<file path="src/rtl/rs15_9_pkg.sv">
// Shared definitions for the RS(15,9) link over GF(16), field polynomial x^4+x+1.
// Holds the code geometry, the generator polynomial coefficients, the encoder
// state encoding and the GF(16) multiply used by both the encoder and the decoder.
package rs15_9_pkg;

  localparam int SYM_W   = 4;
  localparam int N_SYM   = 15;
  localparam int K_SYM   = 9;
  localparam int PAR_SYM = N_SYM - K_SYM;
  localparam int CNT_W   = 4;

  // x^4 = x + 1, so an overflowing shift folds back in as 4'b0011.
  localparam logic [SYM_W-1:0] FIELD_POLY = 4'b0011;

  // g(x) = x^6 + 7x^5 + 9x^4 + 3x^3 + Cx^2 + Ax + C; element [i] is the x^i
  // coefficient, and the monic x^6 term is implicit.
  localparam logic [PAR_SYM-1:0][SYM_W-1:0] GEN_COEF =
    {4'h7, 4'h9, 4'h3, 4'hC, 4'hA, 4'hC};

  typedef enum logic [1:0] {
    IDLE  = 2'd0,
    SHIFT = 2'd1,
    DONE  = 2'd2
  } enc_state_t;

  // Shift-and-add GF(16) multiply: walk b's bits LSB first while a is
  // repeatedly multiplied by x and reduced.
  function automatic logic [SYM_W-1:0] gf16_mul(input logic [SYM_W-1:0] a,
                                                input logic [SYM_W-1:0] b);
    logic [SYM_W-1:0] acc;
    logic [SYM_W-1:0] shifted;
    acc     = '0;
    shifted = a;
    for (int i = 0; i < SYM_W; i++) begin
      if (b[i]) acc = acc ^ shifted;
      shifted = {shifted[SYM_W-2:0], 1'b0} ^ (shifted[SYM_W-1] ? FIELD_POLY : '0);
    end
    return acc;
  endfunction

endpackage

</file>
<file path="src/rtl/rs_lfsr6.sv">
// Six-stage parity register that divides m(x)*x^6 by g(x), one symbol per clock.
// Ports:
//   clk    - clock, rising edge
//   rst    - asynchronous active-high reset, clears all stages
//   sym    - message symbol fed this cycle, highest degree first
//   en     - advance the division by one symbol
//   clr    - synchronous clear of all stages (takes priority over en)
//   parity - {p5, p4, p3, p2, p1, p0}, p5 in the top symbol
import rs15_9_pkg::*;

module rs_lfsr6 (
  input  logic                       clk,
  input  logic                       rst,
  input  logic [SYM_W-1:0]           sym,
  input  logic                       en,
  input  logic                       clr,
  output logic [PAR_SYM*SYM_W-1:0]   parity
);

  logic [PAR_SYM-1:0][SYM_W-1:0] stage;
  logic [SYM_W-1:0]              fb;

  // Feedback is the incoming symbol plus the leading remainder coefficient.
  always_comb begin
    fb = sym ^ stage[PAR_SYM-1];
  end

  // Each stage takes its lower neighbour plus fb scaled by its generator
  // coefficient; the bottom stage has no neighbour.
  always_ff @(posedge clk or posedge rst) begin
    if (rst) begin
      stage <= '0;
    end else if (clr) begin
      stage <= '0;
    end else if (en) begin
      stage[0] <= gf16_mul(fb, GEN_COEF[0]);
      for (int i = 1; i < PAR_SYM; i++) begin
        stage[i] <= stage[i-1] ^ gf16_mul(fb, GEN_COEF[i]);
      end
    end
  end

  assign parity = stage;

endmodule

</file>
<file path="src/rtl/rs_encoder_seq.sv">
// Sequential systematic RS(15,9) encoder. A rising edge on encodeMessage latches
// the message, nine clocks of LFSR division produce the parity, and one more
// clock publishes {message, parity} together with a one-cycle done pulse.
// Ports:
//   clk           - clock, rising edge
//   rst           - asynchronous active-high reset, aborts any encode
//   messageIn     - 9 message symbols, symbol k at [4k+:4]
//   encodeMessage - request; only its rising edge starts an encode
//   codeWordOut   - 15 codeword symbols, symbol i is the x^i coefficient
//   encoderBusy   - high from the accepted request until the result is out
//   encodeDone    - one-cycle pulse when codeWordOut changes
import rs15_9_pkg::*;

module rs_encoder_seq (
  input  logic                     clk,
  input  logic                     rst,
  input  logic [K_SYM*SYM_W-1:0]   messageIn,
  input  logic                     encodeMessage,
  output logic [N_SYM*SYM_W-1:0]   codeWordOut,
  output logic                     encoderBusy,
  output logic                     encodeDone
);

  enc_state_t                  state;
  enc_state_t                  next_state;
  logic                        prev_req;
  logic                        req_edge;
  logic [CNT_W-1:0]            cnt;
  logic [K_SYM*SYM_W-1:0]      msg_reg;
  logic [K_SYM-1:0][SYM_W-1:0] msg_sym;
  logic [PAR_SYM*SYM_W-1:0]    parity;
  logic                        load;
  logic                        shift_en;
  logic                        finish;

  assign req_edge = encodeMessage & ~prev_req;
  assign msg_sym  = msg_reg;

  always_ff @(posedge clk or posedge rst) begin
    if (rst) state <= IDLE;
    else     state <= next_state;
  end

  // Edges arriving outside IDLE are simply not looked at, so they are dropped.
  always_comb begin
    next_state = state;
    load       = 1'b0;
    shift_en   = 1'b0;
    finish     = 1'b0;
    case (state)
      IDLE: begin
        if (req_edge) begin
          load       = 1'b1;
          next_state = SHIFT;
        end
      end
      SHIFT: begin
        shift_en = 1'b1;
        if (cnt == '0) next_state = DONE;
      end
      DONE: begin
        finish     = 1'b1;
        next_state = IDLE;
      end
      default: next_state = IDLE;
    endcase
  end

  // The load cycle also clears the parity so a fresh division starts from zero.
  rs_lfsr6 u_lfsr (
    .clk    (clk),
    .rst    (rst),
    .sym    (msg_sym[cnt]),
    .en     (shift_en),
    .clr    (load),
    .parity (parity)
  );

  // Request history, message latch, symbol counter and the published result.
  // The counter walks from the top message symbol down to symbol 0.
  always_ff @(posedge clk or posedge rst) begin
    if (rst) begin
      prev_req    <= 1'b0;
      msg_reg     <= '0;
      cnt         <= '0;
      encoderBusy <= 1'b0;
      encodeDone  <= 1'b0;
      codeWordOut <= '0;
    end else begin
      prev_req   <= encodeMessage;
      encodeDone <= finish;
      if (load) begin
        msg_reg     <= messageIn;
        cnt         <= CNT_W'(K_SYM - 1);
        encoderBusy <= 1'b1;
      end
      if (shift_en && (cnt != '0)) begin
        cnt <= cnt - 1'b1;
      end
      if (finish) begin
        codeWordOut <= {msg_reg, parity};
        encoderBusy <= 1'b0;
      end
    end
  end

endmodule

</file>
<file path="config.mk">
export PLATFORM = sky130hd
export DESIGN_NAME = rs_encoder_seq
export DESIGN_NICKNAME = d
export VERILOG_FILES = /design/src/rtl/rs15_9_pkg.sv /design/src/rtl/rs_lfsr6.sv /design/src/rtl/rs_encoder_seq.sv
export SDC_FILE = /design/constraint.sdc
export NUM_CORES = 1
export LEC_CHECK = 0
export ABC_AREA = 1
export CORE_MARGIN = 10
export CORE_UTILIZATION = 45
export CTS_CLUSTER_SIZE = 10
export DETAILED_ROUTE_END_ITERATION = 16
export PLACE_DENSITY = 0.7
export SYNTH_ARGS = -nofsm -noshare
export SYNTH_HDL_FRONTEND = slang
export SYNTH_SLANG_ARGS = --single-unit
export TNS_END_PERCENT = 5
</file>
<file path="constraint.sdc">
create_clock -name clk -period 5.8 [get_ports clk]
set_clock_uncertainty 0.2 [all_clocks]
set_input_delay 0.87 -clock clk [delete_from_list [all_inputs] [get_ports clk]]
set_output_delay 0.87 -clock clk [all_outputs]
set_load 0.02 [all_outputs]
</file>
# --- Word level (Yosys, flattened, before mapping) ---
# Cells that the tools add are included.
totals:
  register_bits: 129
  inputBits: 39
  output_inout_bits: 62
  word_cells: 77
classes:
  addsub: 1
  n_lt_le_gt_ge: 1
  n_eq_ne: 4
  n_mux: 34
  bitwise: 16
  n_reduce_logical: 8
ops:
  columns: ["op", "n"]
  rows:
  - ["$mux W4", 19]
  - ["$xor A4 B4 Y4", 14]
  - ["$mux W24", 2]
  - ["$bmux W4 S4", 1]
  - ["$mux W2", 5]
  - ["$mux W1", 6]
  - ["$reduce_bool A2 Y1", 3]
  - ["$lt A4 B5 Y1 const B", 1]
  - ["$logic_not A4 Y1", 1]
  - ["$ne A2 B2 Y1 const B", 2]
  - ["$pmux W2 S2", 1]
  - ["$reduce_bool A4 Y1", 1]
  - ["$sub A4 B1 Y4 const B", 1]
  - ["$eq A2 B1 Y1 const B", 1]
  - ["$eq A2 B2 Y1 const B", 1]
  - ["$logic_not A2 Y1", 1]
  - ["$reduce_and A2 Y1", 1]
  - ["$and A1 B1 Y1", 1]
  - ["$logic_and A1 B1 Y1", 1]
  - ["$not A1 Y1", 1]

# --- Depth between registers and ports, before layout ---
logic_depth:
  word_depth: 15
  ltp_mapped: 17
  mapped_depth_nobuf: 15

# --- Modules after synthesis ---
# Synthesis repeated with hierarchy kept, for this count alone.
unflattened:
  cells_unflattened: 683
  area_unflattened_um2: 5736.8
by_module_without_submodules:
  columns: ["module", "instances", "cells_each", "area_per_inst_um2", "seq_area_each_um2"]
  rows:
  - ["rs_encoder_seq", 1, 487, 4287.9, 2627.5]
  - ["rs_lfsr6", 1, 196, 1448.9, 600.6]

# --- Least setup slack after synthesis ---
# No wires, ideal clock.
synth_path:
  kind: "input to register"
  start: "in encodeMessage"
  end: "reg u_lfsr.stage (netlist bit u_lfsr.parity[0])"
  setup_ps: 132
  arrival_time_ps: 1850
  required_time_ps: 5468
  setup_slack_ps: 3618
  stages: 6
  n_path_buf: 1
  path_cell_list: "inv_1 -> nor4_1 -> nor2_1 -> inv_1 -> clkbuf_1 -> o22ai_1"
synth_via:
  elab_chain_cells: 4
  word_cells_on_any_way: 5
  cone_classes: "3 x mux; 1 x bitwise; 1 x reduce/logical"
synth_lines:
  columns: ["item", "line_no", "text"]
  rows:
  - ["start: declaration", "rs_encoder_seq.sv:18", "input logic encodeMessage,"]
  - ["$and A1 B1 Y1 *", "rs_encoder_seq.sv:36", "assign req_edge = encodeMessage & ~prev_req;"]
  - ["$mux W1 *", "rs_encoder_seq.sv:52", "if (req_edge) begin"]
  - ["$mux W1 *", "rs_encoder_seq.sv:50", "case (state)"]
  - ["$mux W24 / $reduce_bool A2 Y1 (equally long branches)", null, null]
  - ["end signal: indexed assignment", "rs_lfsr6.sv:38", "stage[i] <= stage[i-1] ^ gf16_mul(fb, GEN_COEF[i]);"]
  - ["end: declaration", "rs_lfsr6.sv:20", "logic [PAR_SYM-1:0][SYM_W-1:0] stage;"]
# Mark *: on every way between the ends. The rest lies on a longest branch, timed or not.
# A chain may end at the register's enable or synchronous reset.

# --- Worst setup path in the final report ---
layout_path:
  start: "reg cnt[0]"
  end: "reg u_lfsr.stage (netlist bit u_lfsr.parity[22])"
layout_via:
  elab_chain_cells: 14
  word_cells_on_any_way: 17
  cone_classes: "11 x mux; 6 x bitwise"
layout_lines:
  columns: ["item", "line_no", "text"]
  rows:
  - ["start: declaration", "rs_encoder_seq.sv:28", "logic [CNT_W-1:0] cnt;"]
  - ["start signal: assignment", "rs_encoder_seq.sv:94", "cnt <= CNT_W'(K_SYM - 1);"]
  - ["start signal: assignment", "rs_encoder_seq.sv:98", "cnt <= cnt - 1'b1;"]
  - ["$bmux W4 S4 *", "rs_encoder_seq.sv:73", ".sym (msg_sym[cnt]),"]
  - ["$mux W4 (not written as such) *", "rs_encoder_seq.sv:73", null]
  - ["$xor A4 B4 Y4 *", "rs_lfsr6.sv:25", "fb = sym ^ stage[PAR_SYM-1];"]
  - ["$mux W4", "rs_lfsr6.sv:35", "end else if (en) begin"]
  - ["$mux W4", "rs_lfsr6.sv:33", "end else if (clr) begin"]
  - ["$xor A4 B4 Y4", "rs15_9_pkg.sv:35", "if (b[i]) acc = acc ^ shifted;"]
  - ["$mux W4", "rs_lfsr6.sv:35", null]
  - ["$mux W4", "rs_lfsr6.sv:33", null]
  - ["$xor A4 B4 Y4 *", "rs15_9_pkg.sv:35", null]
  - ["$mux W4 *", "rs_lfsr6.sv:35", null]
  - ["$mux W4 *", "rs_lfsr6.sv:33", null]
  - ["$xor A4 B4 Y4 *", "rs_lfsr6.sv:38", null]
  - ["$mux W24 *", "rs_lfsr6.sv:35", null]
  - ["$mux W24 *", "rs_lfsr6.sv:33", null]
# Mark *: on every way between the ends. The rest lies on a longest branch, timed or not. The select of a mux whose other input is x is not followed.

==> impl_metrics.yaml <==
run_status:
  status: "complete, no violations"
pwr:
  ir_drop_uv: 263
  p_total_mw: 5.27
  p_per_area_mw_per_mm2: 713
  p_leak_nw: 3.57
timing:
  fin_crit_ns: 2.78
  hold_viol: 0
  maxSlewViolCount: 0
  period_share: 0.479
  fin_hold_ws_ns: 0.279
  slew-limit-headroom: 0.308
  layout_setup_ws_ns: 3.02
  fmax_ghz: 0.360
  tightest_slew_ns: 1.04
  finalSetupTns_ns: 0
  rsz0062_at_grt: "false"
  setup_violations: 0
cts:
  clock_path_buffers: 2
  cts_setup_buffers: 0
  clk_latency_ns: 0.41
  cts-resized-gates: 0
  cts_root_buffer: "clkbuf_16"
  cts_sinks: 129
  cts_buffers: 17
  postCtsHoldBufs: 0
  clkTransAtPathRegs_ns: 0.06
  h-tree-depth: 4
  tritoncts: "done"
route:
  route.antenna.remaining_nets: 0
  wl_um: 14300
  vias: 4735
  dr.pass1.iters: 5
  routedWlPerCell_um: 15.2
  drcViolationCount: 0
  first_iter_violations: 316
  viasPerCell: 5.02
synthesis:
  ys_seq_area_frac: 0.573
  yosysTopAreaCell: "dfrtp_1"
  avgSynthCellArea_um2: 8.41
  synth_top_area_share: 0.573
  netlist_instances: 670
  synth_area_mm2: 0.00564
  synthTopCellsByArea: "dfrtp_1 57%, nand2_1 15%, o21ai_0 9.6%"
  yosys_warnings: 0
  synthDistinctLibCells: 23
  syn-num-nets: 710
  synth_seq_cells: 129
worst_setup_path:
  cp.required_ns: 5.95
  critical_path_class: "flip-flop to flip-flop"
  endpoint_kind: "flip-flop"
  crit_arrival_ns: 2.93
  start_kind: "flip-flop"
  worstPathMaxFanout: 19
  cp-startpoint: "cnt[0]"
  regToRegStartpoint: "cnt[0]"
floorplanning:
  rows: 40
  start_util: 0.464
  die_h_um: 132
  core_area_mm2: 0.0122
  die_w_um: 132
  ios: 101
  die_area_mm2: 0.0174
layout:
  syn_to_final_growth_pct: 31.2
  largest_reg_flops: 60
  drive_gt1_frac: 0.0684
  antenna_cells: 0
  nFillCells: 1061
  post_layout_nonfiller_instances: 943
  layout.nets: 802
grt:
  grt_start_max_net_pins: 123
  grt.overflow.total: 0
  grt_pass1_vias: 4821
  groute.usage.overall: 0.169
  antenna_found_initial: 0
  grt_pass1_wl_um: 24300
placement:
  dp_cells: 911
  pre_cts_ws_ns: 2.78
  gp_congestion: 0.876
  dpl.hpwl_um: 10000
  port_buffers: 100
run:
  maxCapViolCount: 0
min_path:
  hold_path.class: "flip-flop to flip-flop"
  hold_path_startpoint: "codeWordOut[33]"
worst max-delay path: stages, from the launching register on:
cell and delay [ns]:
dfrtp_1 0.79, inv_4 0.21, nand2_1 0.12, nand3_1 0.07
nand3_1 0.14, nand3_1 0.15, nand2_1 0.11, nand2_1 0.07
nand2_2 0.17, nand2_1 0.12, nand2_1 0.17, nand2_1 0.10
nand3_1 0.10, nand3_1 0.10, nand2_1 0.08
area by class of cell:
type / instances / area, um2 / area share
tap: 168 / 210 / 0.0284
inverter: 75 / 287 / 0.0387
clock inverter: 10 / 171 / 0.0232
clock buffer: 22 / 484 / 0.0654
sequential: 129 / 3230 / 0.436
timing repair buffer: 103 / 1020 / 0.138
multi-input combinational: 436 / 1990 / 0.270
cells by family (layout without fill, tap and decap cells):
| logic type | count (synthesis) | in the layout | share of synthesized area |
|---|---|---|---|
| AOI/OAI and AO/OA | 122 | 122 | 0.111 |
| adders and majority gates | 1 | 1 | 0.00222 |
| xor gates and xnor gates | 3 | 3 | 0.00599 |
| DFF | 129 | 129 | 0.573 |
| buffers and inverters | 105 | 210 | 0.0761 |
| and+or+nand+nor | 310 | 310 | 0.232 |
Yosys cell counts:
library cell and number:
a21oi_1 1, a31oi_1 1, buf_1 1, buf_2 2, buf_4 2, buf_6 3
clkbuf_1 22, dfrtp_1 129, ha_1 1, inv_1 74, inv_4 1, nand2_1 222
nand2_2 11, nand3_1 66, nand3_2 2, nor2_1 7, nor4_1 1, nor4_4 1
o211ai_1 1, o21ai_0 108, o22ai_1 11, xnor2_1 2, xnor2_2 1
worst paths after layout:
path / to / slack, ns / depth (start not counted)
worst max-delay path: u_lfsr.parity[22] / 3.02 / 14
worst min-delay path: codeWordOut[33] / 0.28 / 2
worst max register to register: u_lfsr.parity[22] / 3.02 / 14
worst min register to register: codeWordOut[33] / 0.28 / 2
max in group asynchronous: u_lfsr.parity[14] / 3.35 / 3
min in group asynchronous: codeWordOut[18] / 0.82 / 2
cells in the final DEF, fill, tap and decap left out, drive strengths merged, types with 3 or more instances in the layout:
master | synthesis | final
nor2 | 7 | 7
clkdlybuf4s50 | 0 | 100
nand2 | 233 | 233
nand3 | 68 | 68
o21ai | 108 | 108
xnor2 | 3 | 3
o22ai | 11 | 11
inv | 75 | 78
dfrtp | 129 | 129
clkbuf | 22 | 22
bufinv | 0 | 4
buf | 8 | 3
metal layers:
layer  track usage  up-vias  wire length (um)
met5             0        -                 0
met4        0.0513        0               210
met3        0.0499       22               909
met2         0.261      145              6530
met1         0.222     2243              6660
li1              -     2325                 -
where the power goes:
part | switching [mW] | total, mW | internal [mW] | leakage, nW
logic | 1.56 | 2.49 | 0.937 | 1.70
registers | 0.260 | 1.61 | 1.35 | 1.56
clock network | 0.398 | 1.17 | 0.771 | 0.318
total | 2.21 | 5.27 | 3.06 | 3.57
per-stage QoR:
| step | utilization | area, um2 |
|---|---|---|
| CTS | 0.608 | 7400 |
| global route | 0.608 | 7400 |
| global placement | 0.554 | 6740 |
| floorplan | - | 5640 |
| detailed placement | 0.554 | 6740 |
| finish | 0.608 | 7400 |
(Power assumes the default switching activity.)
